--- config.mk ---
export PLATFORM = sky130hd
export DESIGN_NAME = hazard_scoreboard
export DESIGN_NICKNAME = d
export VERILOG_FILES = /design/src/rtl/hazard_scoreboard.sv
export SDC_FILE = /design/constraint.sdc
export NUM_CORES = 1
export LEC_CHECK = 0
export ABC_AREA = 1
export BUFFER_PORTS_ARGS = -buffer_cell sky130_fd_sc_hd__buf_4
export CORE_AREA = 5 5 83 85
export DETAILED_ROUTE_END_ITERATION = 8
export DIE_AREA = 0 0 88 90
export PLACE_DENSITY_LB_ADDON = 0.15
export RECOVER_POWER = 100
export SYNTH_ARGS = -nofsm -noshare
export SYNTH_HDL_FRONTEND = slang
export SYNTH_SLANG_ARGS = --single-unit
--- constraint.sdc ---
create_clock -name clk -period 2.2 [get_ports clk]
set_input_delay 0.22 -clock clk [delete_from_list [all_inputs] [get_ports clk]]
set_output_delay 0.22 -clock clk [all_outputs]
set_load 0.005 [all_outputs]
--- src/rtl/hazard_scoreboard.sv ---
// RAW hazard scoreboard: per-register countdown of cycles until a producer's result is usable by ID.
// Optional stall statistics counter is built only when HAZARD_STALL_STATS_EN is defined.
module hazard_scoreboard #(
  parameter int REG_AW   = 4,
  parameter int CNT_W    = 2,
  parameter int WB_LAT   = 2,
  parameter int LOAD_LAT = 1
) (
  input  logic              clk,
  input  logic              rst,
  input  logic              freeze,
  input  logic              flush,
  input  logic              id_valid,
  input  logic [REG_AW-1:0] id_dest,
  input  logic              id_wb_en,
  input  logic              id_mem_r_en,
  input  logic [REG_AW-1:0] src1,
  input  logic [REG_AW-1:0] src2,
  input  logic              two_src,
  input  logic              forward_en,
  output logic              hazard_detected,
  output logic              issue,
  output logic [15:0]       stall_cycles
);

  localparam int N = 1 << REG_AW;

  logic [CNT_W-1:0] r_count [N];
  logic             w_src1_pend;
  logic             w_src2_pend;
  logic             w_load;
  logic [CNT_W-1:0] w_load_val;

  assign w_src1_pend     = (r_count[src1] != '0);
  assign w_src2_pend     = (r_count[src2] != '0);
  assign hazard_detected = id_valid & (w_src1_pend | (two_src & w_src2_pend));
  assign issue           = id_valid & ~hazard_detected & ~freeze & ~flush;
  assign w_load          = issue & id_wb_en;

  // With forwarding only a load's data arrives too late for the next instruction.
  always_comb begin
    w_load_val = '0;
    if (!forward_en)      w_load_val = CNT_W'(WB_LAT);
    else if (id_mem_r_en) w_load_val = CNT_W'(LOAD_LAT);
  end

  always_ff @(posedge clk) begin
    if (rst || flush) begin
      for (int i = 0; i < N; i++) r_count[i] <= '0;
    end else if (!freeze) begin
      for (int i = 0; i < N; i++) begin
        if (w_load && (id_dest == REG_AW'(i)))
          r_count[i] <= w_load_val;
        else if (r_count[i] != '0)
          r_count[i] <= r_count[i] - CNT_W'(1);
      end
    end
  end

`ifdef HAZARD_STALL_STATS_EN
  logic [15:0] r_stall_cycles;

  always_ff @(posedge clk) begin
    if (rst)
      r_stall_cycles <= '0;
    else if (hazard_detected && !freeze && (r_stall_cycles != 16'hFFFF))
      r_stall_cycles <= r_stall_cycles + 16'd1;
  end

  assign stall_cycles = r_stall_cycles;
`else
  assign stall_cycles = '0;
`endif

endmodule

==> impl_metrics.env <==
export IMPL_status="completed"
export IMPL_path_max_fanout=8
export IMPL_cts_sinks=32
export IMPL_route_vias_total=2922
export IMPL_nFillCells=587
export IMPL_largest_reg_flops=32
export IMPL_ant_nets=0
export IMPL_cts_tree="built"
export IMPL_combPwrFrac=0.287
export IMPL_hold_depth=3
export IMPL_initial_core_util=0.4766
export IMPL_syn_area_per_cell_um2=6.813
export IMPL_dpl_hpwl_um=5732
export IMPL_p_leak_nw=1.600
export IMPL_root_buffer="clkbuf_8"
export IMPL_grt_pass1_vias=2684
export IMPL_grt_setup_unrepaired="true"
export IMPL_start_kind="flop"
export IMPL_cp_required_ns=2.21
export IMPL_cp_end_kind="flop"
export IMPL_cts_hold_buf=0
export IMPL_track_usage=0.1966
export IMPL_irDropWorstVdd_mv=0.2184
export IMPL_synth_area_leaders="edfxtp_1 (33%), nand3_1 (17%), nand2_1 (12%)"
export IMPL_period_needed_ns=2.188
export IMPL_final_common_cell="nand3_1"
export IMPL_htree_levels=2
export IMPL_drtIter0Drc=195
export IMPL_diodes=0
export IMPL_drt_wl_total_um=7762
export IMPL_final_core_util=0.5625
export IMPL_yosys_register_bits=32
export IMPL_grt_start_max_net_pins=33
export IMPL_min_period_over_period=0.9947
export IMPL_max_slew_margin=0.5879
export IMPL_clk_latency_ns=0.29
export IMPL_internal_power_mw=1.119
export IMPL_core_region_area_um2=6132
export IMPL_setup_viol=0
export IMPL_fin_cells=546
export IMPL_port_buffers=22
export IMPL_place_ws_ns=0.03803
export IMPL_p_seq_frac=0.447
export IMPL_yosysTopAreaCell="edfxtp_1"
export IMPL_switching_share=0.3275
export IMPL_area_delta_synth_final_pct=18.02
export IMPL_reg_top3="r_count: 32 flops"
export IMPL_clock_path_buffers=2
export IMPL_placed_cells=522
export IMPL_postLayoutSetupSlackWorst_ns=0.01160
export IMPL_grt_antenna_before_repair=0
export IMPL_grt_pass1_wl_um=12400
export IMPL_maxCapViolCount=0
export IMPL_arrival_ns=2.19
export IMPL_die_area_um2=7920
export IMPL_slew_viol_final=0
export IMPL_crit_type="reg2reg"
export IMPL_clkPwrFrac=0.266
export IMPL_globalplace_congestion=0.9100
export IMPL_hold_path_class="in2reg"
export IMPL_num_rows=29
export IMPL_worst_r2r_cell_count=13
export IMPL_ios=39
export IMPL_synth_sequential_area_ratio=0.3288
export IMPL_routedWlPerCell_um=14.22
export IMPL_clock_skew_ns=0.006429
export IMPL_die_height_um=90
export IMPL_drtPass1Iterations=5
export IMPL_fmax_mhz=457.0
export IMPL_overflow=0
export IMPL_synth_cell_types=26
export IMPL_nets=505
export IMPL_cts_clk_slew_worst_paths_ns=0.07
export IMPL_top_register="r_count"
export IMPL_power_density_nw_per_um2=482.4
export IMPL_numCtsBuffers=5
export IMPL_viasPerCell=5.352
export IMPL_ys_warn_count=0
export IMPL_synth_cells=429
export IMPL_drc=0
export IMPL_synthesis_area_um2=2923
export IMPL_drive_above_1_share=0.2324
export IMPL_die_w_um=88
export IMPL_power_switching_mw=0.5450
export IMPL_worst_pin_slew_ns=0.6135
export IMPL_final_cell_mix="nand3_1 (87), nand2_1 (78), nor2_1 (50), inv_1 (48), buf_4 (38)"
export IMPL_hold_violations=0
export IMPL_synth_top_cell_area_share=0.3288
[critical path, cell delays in order (launching register included)]
cell and delay [ns]:
edfxtp_1 0.36, inv_1 0.14, nand3_1 0.11, nand3_1 0.11, nand2_1 0.06, nand2_1 0.08
nand3_2 0.07, nand2_2 0.13, nand4_4 0.18, nor2_4 0.31, nand2_2 0.10, nand2_2 0.10
nand2_2 0.05, nand2_2 0.08
[cell type report]
class                   count  area (um2)  area share
multi-input cells         317        1712      0.4962
clock buffers               7       76.32     0.02213
repair buffers             41       324.1     0.09394
inverters                  71       276.5     0.08016
flip-flops and latches     32       960.9      0.2786
clock inverters             1       3.754    0.001088
well taps                  77       96.34     0.02793
[cells by family after synthesis]
kind of cell / after synthesis / synth area share
AO/OA/AOI/OAI: 13 / 0.02397
adder cells (fa/ha/maj): 16 / 0.06849
buffers and inverters: 96 / 0.1524
flip-flops: 32 / 0.3288
other: 1 / 0.001283
AND/OR/NAND/NOR: 271 / 0.4251
[through the flow]
| step | total power [mW] | instance area [um2] | hold slack [ns] | TNS (ns) |
|---|---|---|---|---|
| 2_1_floorplan | 1.057 | 2979 | 0.5295 | 0 |
| 3_3_place_gp | 1.152 | 3117 | 0.5875 | 0 |
| 3_5_place_dp | 1.164 | 3117 | 0.5997 | 0 |
| 4_1_cts | 1.605 | 3197 | 0.3703 | 0 |
| 5_1_grt | 1.768 | 3450 | 0.4038 | -0.6904 |
| 6_report | 1.664 | 3450 | 0.3768 | 0 |
[power groups by stage]
| stage | sequential (mW) | combinational [mW] | clock, mW |
|---|---|---|---|
| 2_1_floorplan | 0.746 | 0.311 | 0 |
| 3_3_place_gp | 0.749 | 0.403 | 0 |
| 3_5_place_dp | 0.752 | 0.412 | 0 |
| 4_1_cts | 0.738 | 0.415 | 0.452 |
| 5_1_grt | 0.747 | 0.540 | 0.482 |
| 6_report | 0.743 | 0.478 | 0.443 |
[layer usage]
metal,up-vias,part of all wire,GRT usage
met4,0,0.017,0.06394
met5,-,0,0
met1,1342,0.45,0.2716
li1,1461,-,-
met3,14,0.061,0.02925
met2,105,0.47,0.3116
[final timing paths]
| kind | from | end | slack [ns] |
|---|---|---|---|
| max | r_count[15][0] | r_count[5][0] | 0.01 |
| min | rst | r_count[0][0] | 0.38 |
| max reg2reg | r_count[15][0] | r_count[5][0] | 0.01 |
| min reg2reg | r_count[9][0] | r_count[9][0] | 0.64 |
[timing repair]
action / CTS / global route
endpoints found under the setup margin: 0 / 54
hold endpoints to repair: 0 / 0
gates resized for setup: 0 / 56
setup buffers: 0 / 15
[synthesized netlist by cell type]
library cell and number:
nand2_1 91, buf_6 2, nand3_2 1, nor2_1 54, inv_2 1, nand4_4 1, o21ai_1 1, nor3_1 3
nand2_2 1, inv_6 1, clkinv_4 1, ha_1 16, buf_4 16, clkbuf_1 7, nor2_4 3, edfxtp_1 32
nand3_1 101, nand4_1 12, a21oi_1 1, conb_1 1, o21ai_0 9, o211ai_1 2, nor3_2 1, nor2_2 1
nand3b_1 2, inv_1 68
Power figures use the tool's default switching activity.
